$ cat config.mk
export PLATFORM = sky130hd
export DESIGN_NAME = return_address_stack
export DESIGN_NICKNAME = d
export VERILOG_FILES = /design/src/rtl/return_address_stack_pkg.sv /design/src/rtl/return_address_stack_ckpt_fifo.sv /design/src/rtl/return_address_stack.sv
export SDC_FILE = /design/constraint.sdc
export NUM_CORES = 1
export LEC_CHECK = 0
export ABC_CLOCK_PERIOD_IN_PS = 5100
export CAP_MARGIN = 20
export CORE_MARGIN = 3
export CORE_UTILIZATION = 55
export CTS_CLUSTER_DIAMETER = 120
export DETAILED_ROUTE_END_ITERATION = 12
export PLACE_DENSITY = 0.74
export SLEW_MARGIN = 20
export SYNTH_ARGS = -nofsm -noshare
export SYNTH_HDL_FRONTEND = slang
export SYNTH_SLANG_ARGS = --single-unit
$ cat constraint.sdc
create_clock -name clk -period 5.1 [get_ports clk]
set_input_delay 0.765 -clock clk [delete_from_list [all_inputs] [get_ports clk]]
set_output_delay 0.765 -clock clk [all_outputs]
set_load 0.05 [all_outputs]
$ cat src/rtl/return_address_stack_pkg.sv
// +----------------------------------------------------------------------------+
// | return_address_stack_pkg: shared RAS types, default depths and helpers.    |
// | Revision: 1.0                                                               |
// +----------------------------------------------------------------------------+
`default_nettype none

package return_address_stack_pkg;

  typedef struct packed {
    int entries;
    int ckpt_depth;
  } ras_config_t;

  localparam ras_config_t RAS_DEFAULT_CONFIG = '{entries: 8, ckpt_depth: 8};

  // Pointer width for a power-of-two depth; a one-entry structure still needs one bit.
  function automatic int ras_idx_width(input int depth);
    return (depth < 2) ? 1 : $clog2(depth);
  endfunction

  typedef logic [ras_idx_width(RAS_DEFAULT_CONFIG.entries)-1:0] ras_checkpoint_t;

endpackage

`default_nettype wire

$ cat src/rtl/return_address_stack_ckpt_fifo.sv
// +----------------------------------------------------------------------------+
// | ras_checkpoint_fifo: synchronous FIFO of saved stack pointers.             |
// | Revision: 1.0                                                               |
// +----------------------------------------------------------------------------+
`default_nettype none

module ras_checkpoint_fifo
  import return_address_stack_pkg::*;
#(
  parameter int DEPTH = RAS_DEFAULT_CONFIG.ckpt_depth,
  parameter int WIDTH = ras_idx_width(RAS_DEFAULT_CONFIG.entries)
) (
  input  logic             clk,
  input  logic             rst_n,
  input  logic             wr,
  input  logic [WIDTH-1:0] wr_data,
  input  logic             rd,
  input  logic             clear,
  output logic [WIDTH-1:0] rd_data,
  output logic             full,
  output logic             empty
);

  localparam int PTR_W = ras_idx_width(DEPTH);
  localparam int CNT_W = $clog2(DEPTH) + 1;

  logic [WIDTH-1:0] mem_q [DEPTH];
  logic [WIDTH-1:0] mem_d [DEPTH];
  logic [PTR_W-1:0] wr_ptr_q, wr_ptr_d;
  logic [PTR_W-1:0] rd_ptr_q, rd_ptr_d;
  logic [CNT_W-1:0] count_q, count_d;
  logic             do_wr, do_rd;

  assign full    = (count_q == CNT_W'(DEPTH));
  assign empty   = (count_q == '0);
  assign rd_data = mem_q[rd_ptr_q];

  // A retire in the same cycle frees the slot a write into a full FIFO needs.
  assign do_rd = rd && !empty;
  assign do_wr = wr && (!full || do_rd);

  always_comb begin
    mem_d    = mem_q;
    wr_ptr_d = wr_ptr_q;
    rd_ptr_d = rd_ptr_q;
    count_d  = count_q;
    if (clear) begin
      wr_ptr_d = '0;
      rd_ptr_d = '0;
      count_d  = '0;
    end else begin
      if (do_wr) begin
        mem_d[wr_ptr_q] = wr_data;
        wr_ptr_d        = wr_ptr_q + 1'b1;
      end
      if (do_rd) begin
        rd_ptr_d = rd_ptr_q + 1'b1;
      end
      case ({do_wr, do_rd})
        2'b10:   count_d = count_q + 1'b1;
        2'b01:   count_d = count_q - 1'b1;
        default: count_d = count_q;
      endcase
    end
  end

  always_ff @(posedge clk or negedge rst_n) begin
    if (!rst_n) begin
      for (int i = 0; i < DEPTH; i++) begin
        mem_q[i] <= '0;
      end
      wr_ptr_q <= '0;
      rd_ptr_q <= '0;
      count_q  <= '0;
    end else begin
      mem_q    <= mem_d;
      wr_ptr_q <= wr_ptr_d;
      rd_ptr_q <= rd_ptr_d;
      count_q  <= count_d;
    end
  end

  ap_no_dropped_write: assert property (@(posedge clk) disable iff (!rst_n)
      !(wr && !clear && full && !rd))
    else $warning("ras_checkpoint_fifo: checkpoint write dropped while full");

endmodule

`default_nettype wire

$ cat src/rtl/return_address_stack.sv
// +----------------------------------------------------------------------------+
// | return_address_stack: speculative RAS with checkpointed pointer restore.   |
// | Revision: 1.0                                                               |
// +----------------------------------------------------------------------------+
`default_nettype none

module return_address_stack
  import return_address_stack_pkg::*;
#(
  parameter int ENTRIES    = RAS_DEFAULT_CONFIG.entries,
  parameter int CKPT_DEPTH = RAS_DEFAULT_CONFIG.ckpt_depth
) (
  input  logic        clk,
  input  logic        rst,
  input  logic        push,
  input  logic        pop,
  input  logic [31:0] new_addr,
  output logic [31:0] addr,
  input  logic        branch_fetched,
  input  logic        branch_retired,
  input  logic        flush,
  output logic        ckpt_full
);

  localparam int IDX_W = ras_idx_width(ENTRIES);

  logic [31:0]      stack_q [ENTRIES];
  logic [31:0]      stack_d [ENTRIES];
  logic [IDX_W-1:0] rd_idx_q, rd_idx_d;
  logic [IDX_W-1:0] ckpt_oldest;
  logic             ckpt_empty;

  assign addr = stack_q[rd_idx_q];

  // Checkpoints capture the pointer before this cycle's push/pop takes effect.
  ras_checkpoint_fifo #(
    .DEPTH (CKPT_DEPTH),
    .WIDTH (IDX_W)
  ) u_ckpt_fifo (
    .clk     (clk),
    .rst_n   (rst),
    .wr      (branch_fetched && !flush),
    .wr_data (rd_idx_q),
    .rd      (branch_retired && !flush),
    .clear   (flush),
    .rd_data (ckpt_oldest),
    .full    (ckpt_full),
    .empty   (ckpt_empty)
  );

  always_comb begin
    stack_d  = stack_q;
    rd_idx_d = rd_idx_q;
    if (flush) begin
      if (!ckpt_empty) begin
        rd_idx_d = ckpt_oldest;
      end
    end else if (push && pop) begin
      stack_d[rd_idx_q] = new_addr;
    end else if (push) begin
      rd_idx_d          = rd_idx_q + 1'b1;
      stack_d[rd_idx_d] = new_addr;
    end else if (pop) begin
      rd_idx_d = rd_idx_q - 1'b1;
    end
  end

  always_ff @(posedge clk or negedge rst) begin
    if (!rst) begin
      for (int i = 0; i < ENTRIES; i++) begin
        stack_q[i] <= '0;
      end
      rd_idx_q <= '0;
    end else begin
      stack_q  <= stack_d;
      rd_idx_q <= rd_idx_d;
    end
  end

endmodule

`default_nettype wire
==> results of run 1 <==
## per-stage QoR
step           instance area (um2)  setup slack (ns)  cells  utilization (%)
6_report                     15600             0.660   1397             64.0
5_1_grt                      15600             0.433   1397             64.0
4_1_cts                      15600             0.669   1397             64.0
3_5_place_dp                 14600              1.33   1341             60.0
3_3_place_gp                 14600              1.35   1341             60.0
2_1_floorplan                13700              1.98    994                -
## registers in the layout (all words and copies together) (netlist names)
register / count
stack_q: 256
u_ckpt_fifo.mem_q: 24
u_ckpt_fifo.count_q: 4
rd_idx_q: 3
u_ckpt_fifo.rd_ptr_q: 3
u_ckpt_fifo.wr_ptr_q: 3
## power by group through the flow
stage / sequential [mW] / clock, mW / combinational (mW)
finish: 4.08 / 2.14 / 4.84
global route: 4.21 / 2.27 / 5.17
CTS: 4.06 / 2.18 / 4.85
detailed placement: 4.08 / 0 / 4.82
global placement: 4.04 / 0 / 4.74
floorplan: 3.77 / 0 / 3.67
## cell families after synthesis
logic type / count (synthesis)
AOI/OAI and AO/OA: 153
xor gates and xnor gates: 8
adders and majority gates: 6
buffers and inverters: 75
DFF: 293
muxes: 350
and+or+nand+nor: 109
## cell usage in the layout, fill, tap and decap left out, types with 4 or more instances in the layout
cell type / count
clkdlybuf4s50_1: 70
a21oi_1: 26
a22o_1: 8
dfrtp_1: 290
a221oi_1: 38
clkbuf_8: 7
nor3_1: 10
nor2b_1: 5
xor2_1: 5
mux4_2: 13
clkbuf_1: 13
o221ai_1: 5
o21ai_0: 25
a22oi_1: 17
clkbuf_16: 31
inv_1: 5
nand2_1: 21
nand3_1: 8
buf_4: 18
mux2i_1: 21
a32oi_1: 5
nor3b_1: 4
nand2b_1: 5
mux2_2: 306
mux2_1: 10
a221o_1: 6
nor2_1: 27
ha_1: 6
## final cells by class
class / count / area [um2] / share of cell area, %
sequential: 293 / 7340 / 47.0
clock inverter: 5 / 43.8 / 0.280
clock buffer: 51 / 921 / 5.90
timing repair buffer: 92 / 911 / 5.83
inverter: 6 / 22.5 / 0.144
tap: 324 / 405 / 2.60
multi-input combinational: 626 / 5970 / 38.2
## routing by layer
metal  wire (um)  global-route usage, %
met5          13                      0
met4         798                   7.07
met3        1870                   4.14
met2       15400                   39.6
met1       14300                   35.4
## worst max-delay path by stage
stage / start / endpoint / slack [ns]
global route: rd_idx_q[1] / addr[17] / 0.43
global placement: rd_idx_q[1] / addr[17] / 1.35
finish: rd_idx_q[1] / addr[17] / 0.66
CTS: rd_idx_q[1] / addr[17] / 0.67
floorplan: rd_idx_q[0] / addr[0] / 1.98
detailed placement: rd_idx_q[1] / addr[25] / 1.33
==> results.yml, run 1 <==
drt:
  wl_um: 32400
  dr.pass1.iters: 4
  drtIter0Drc: 679
  avgRoutedWirePerCell_um: 23.2
  viasPerCell: 6.27
  ant_nets: 0
  dr_total_vias: 8762
  drc: 0
global_route:
  grt_pass1_vias: 9253
  antenna_found_initial: 1
  grt_pass1_wl_um: 52200
  grt_max_degree: 125
  grt.overflow.total: 0
  track_usage_pct: 24.8
cts:
  cts_max_level: 1
  cts.reportedPaths.clkPinSlew_ns: 0.06
  cts_tree: "built"
  clock-sinks: 293
  cts_buffers: 31
  cts_max_path_buffers: 3
  worstSkewPairLatency_ns: 0.57
  hold_buffers: 0
  cts_root_buf: "clkbuf_16"
  post_cts_resized: 0
  cts_setup_buffers: 0
die:
  ios: 72
  core_um2: 24400
  dieHeight_um: 164
  fp.dieW_um: 164
  rows: 57
  initial_core_util_pct: 56.2
  die_area_um2: 26800
power_and_ir_drop:
  pwr-share-clk_pct: 19.4
  p_total_mw: 11.1
  p_seq_share_pct: 36.9
  pwr-share-comb_pct: 43.8
  p_sw_mw: 4.25
  p_sw_share_pct: 38.5
  internal_power_mw: 6.80
  power.leakage_nw: 6.74
  cellPowerDensity_nw_per_um2: 708
  ir_drop_mv: 0.566
timing:
  fin_crit_sh_pct: 87.1
  final.min_clock_period_ns: 4.44
  finalSetupTns_ns: 0
  whs_ns: 0.240
  timing.fmax_ghz: 0.225
  setup_viol: 0
  rsz0062_at_grt: "no"
  maxSlewViolCount: 0
  skew_ns: 0.00867
  worstMarginPinSlew_ns: 1.15
  relSlewSlack_pct: 23.3
  finalHoldViolations: 0
setup_path:
  cp_slowest_stage_delay_ns: 0.73
  r2r_end: "stack_q[186]"
  ff2ff_setup_slack_ns: 1.43
  critPathBufInv: 2
  crit_chain: "buf_4, nor2_1, a221oi_1, a21oi_1, a221o_1, clkdlybuf4s50_1"
  path_delay_family: "buffers and inverters"
  critPathRequiredTime_ns: 4.34
  endpoint_kind: "primary output"
  critPathKind: "reg -> out"
  reg2regPathDepth: 8
  arrival_ns: 3.67
  cpMaxStageDelayCell: "dfrtp_2"
  cp_max_fo: 39
  worstSetupPathDepth: 6
  rr_startpoint: "rd_idx_q[0]"
  cp-start-kind: "flip-flop"
synth:
  synth_compound_area_share_pct: 8.26
  synth-adder-area-share_pct: 0.548
  seq_area_frac_synth_pct: 53.5
  synth-xor-area-share_pct: 0.512
  yosysWarnings: 0
  synth_top_area_share_pct: 53.5
  yosysMostFrequentCell: "mux2_2"
  syn_inst: 994
  ys.flop_type: "dfrtp_1"
  synth_edf_count: 0
  synth-simple-area-share_pct: 4.33
  muxShareOfSynthArea_pct: 29.6
  synth.distinct_cells: 63
  syn_area_per_cell_um2: 13.8
  synth_area_um2: 13700
  synth_top_family_by_area: "multiplexers"
  netlist_top_cells_count: "306 x mux2_2, 293 x dfrtp_1, 38 x a221oi_1"
  post_synth_main_area_contributors: "dfrtp_1 54%, mux2_2 25%, a221oi_1 2.4%, mux4_2 2.1%, mux2i_1 1.5%"
  yosysTopAreaCell: "dfrtp_1"
  yosys_register_bits: 293
  async_flop_share_pct: 100
  synthesis.nets: 1039
final_layout:
  area_delta_synth_final_pct: 14.0
  antennaDiodeCount: 0
  fillers: 1888
  drive_above_1_share_pct: 37.8
  fin_nets: 1095
placement:
  io_buffer_count: 71
  gp_congestion: 0.791
  dpl.hpwl_um: 19000
worst_hold_path:
  hold_class: "in -> async"
outcome:
  status: "complete, no violations"
job:
  max-cap-violations: 0
Power figures use the tool's default switching activity.
==> run 2, diff against run 1 <==
--- a/config.mk
+++ b/config.mk
@@ -5,13 +5,12 @@
 export SDC_FILE = /design/constraint.sdc
 export NUM_CORES = 1
 export LEC_CHECK = 0
-export ABC_CLOCK_PERIOD_IN_PS = 5100
 export CAP_MARGIN = 20
+export CORE_ASPECT_RATIO = 1.5
 export CORE_MARGIN = 3
-export CORE_UTILIZATION = 55
+export CORE_UTILIZATION = 40
 export CTS_CLUSTER_DIAMETER = 120
 export DETAILED_ROUTE_END_ITERATION = 12
-export PLACE_DENSITY = 0.74
 export SLEW_MARGIN = 20
 export SYNTH_ARGS = -nofsm -noshare
 export SYNTH_HDL_FRONTEND = slang
==> results.yml, run 2 (synthesis results as in run 1) <==
setup_path:
  cp_max_fo: 57
  reg2regPathDepth: 8
  cp_slowest_stage_delay_ns: 0.90
  ff2ff_setup_slack_ns: 1.62
  critPathBufInv: 2
  path_delay_family: "buffers and inverters"
  critPathKind: "reg -> out"
  arrival_ns: 3.59
  r2r_end: "stack_q[73]"
  crit_chain: "buf_4, and3_1, a22o_1, a21oi_1, o21ai_0, clkdlybuf4s50_1"
  critPathRequiredTime_ns: 4.34
  cp-start-kind: "flip-flop"
  worstSetupPathDepth: 6
  endpoint_kind: "primary output"
  cpMaxStageDelayCell: "clkdlybuf4s50_1"
  rr_startpoint: "rd_idx_q[1]"
timing:
  worstMarginPinSlew_ns: 1.09
  fin_crit_sh_pct: 85.4
  final.min_clock_period_ns: 4.35
  relSlewSlack_pct: 26.9
  finalHoldViolations: 0
  rsz0062_at_grt: "no"
  skew_ns: 0.0210
  setup_viol: 0
  timing.fmax_ghz: 0.230
  maxSlewViolCount: 0
  finalSetupTns_ns: 0
drt:
  drtIter0Drc: 502
  viasPerCell: 5.75
  avgRoutedWirePerCell_um: 23.1
  ant_nets: 0
  dr_total_vias: 8596
  wl_um: 34500
  dr.pass1.iters: 7
  drc: 0
cts:
  cts_buffers: 29
  cts_root_buf: "clkbuf_16"
  cts.reportedPaths.clkPinSlew_ns: 0.06
  cts_tree: "built"
  cts_max_path_buffers: 3
  cts_max_level: 1
  worstSkewPairLatency_ns: 0.56
  clock-sinks: 293
  hold_buffers: 0
  cts_setup_buffers: 0
  post_cts_resized: 0
die:
  die_area_um2: 36500
  fp.dieW_um: 157
  core_um2: 33500
  initial_core_util_pct: 40.8
  dieHeight_um: 233
  ios: 72
  rows: 82
final_layout:
  area_delta_synth_final_pct: 15.6
  fin_nets: 1097
  largestRegisters: "stack_q: 256 flops, u_ckpt_fifo.mem_q: 24 flops, u_ckpt_fifo.count_q: 4 flops"
  drive_above_1_share_pct: 38.4
  utilization_pct: 47.2
  final_cell_mix: "306 x mux2_2, 290 x dfrtp_1, 70 x clkdlybuf4s50_1, 38 x a221oi_1, 29 x clkbuf_16"
  final_common_cell: "mux2_2"
  fillers: 2910
  antennaDiodeCount: 0
  regMostFlops: "stack_q"
  largest_register_ffs: 256
outcome:
  status: "complete, no violations"
global_route:
  antenna_found_initial: 0
  grt.overflow.total: 0
  grt_pass1_vias: 9006
  track_usage_pct: 19.0
  grt_max_degree: 120
  grt_pass1_wl_um: 54000
placement:
  io_buffer_count: 71
  gp_congestion: 0.756
  dpl.hpwl_um: 21200
job:
  max-cap-violations: 0
power_and_ir_drop:
  cellPowerDensity_nw_per_um2: 708
  ir_drop_mv: 0.474
  power.leakage_nw: 6.79
worst_hold_path:
  hold_class: "in -> async"
run 2: worst max-delay path by stage:
stage | start | endpoint | slack (ns)
after floorplan | rd_idx_q[0] | addr[0] | 1.98
after global placement | rd_idx_q[0] | addr[10] | 1.35
after detailed placement | rd_idx_q[0] | addr[10] | 1.36
after CTS | rd_idx_q[0] | addr[10] | 0.73
after global routing | rd_idx_q[0] | addr[15] | 0.59
final | rd_idx_q[0] | addr[28] | 0.75
run 2: through the flow:
step                power (mW)  instance area, um2  cells  hold WS (ns)  worst slack (ns)
floorplan                 7.44               13700    994         0.454              1.98
detailed placement        9.02               14800   1441         0.475              1.36
finish                    11.2               15800   1495         0.341             0.747
global placement          8.94               14800   1441         0.467              1.35
CTS                       11.3               15800   1495         0.357             0.733
global route              11.8               15800   1495         0.398             0.592
run 2: cell type report:
cell class	count	area (um2)	share of cell area (%)
clock buffers	46	880	5.56
multi-input cells	626	5970	37.7
clock inverters	8	126	0.798
flip-flops and latches	293	7340	46.4
repair buffers	96	966	6.10
well taps	420	526	3.32
inverters	6	22.5	0.142
run 2: metal layers:
layer  share of wire (%)  global-route usage [%]  routed length (um)  vias to the layer above
met1                  43                    25.1               15000                     4553
met3                 3.2                    1.90                1090                       44
met4                 2.6                    5.75                 895                        0
met2                  51                    33.1               17600                      146
li1                    -                       -                   -                     3853
met5                   0                       0                   0                        -
run 2: where the power goes:
part	leakage, nW	internal (mW)	switching (mW)	total, mW
clock	0.495	1.33	0.912	2.25
sequential	3.64	3.38	0.636	4.02
combinational	2.65	2.21	2.73	4.94
total	6.79	6.93	4.28	11.2
==> run 3, diff against run 2 <==
--- a/config.mk
+++ b/config.mk
@@ -15,3 +15,4 @@
 export SYNTH_ARGS = -nofsm -noshare
 export SYNTH_HDL_FRONTEND = slang
 export SYNTH_SLANG_ARGS = --single-unit
+export TNS_END_PERCENT = 50
==> results of run 3 <==
The final DEF is identical to that of run 2; final timing and power are the same.
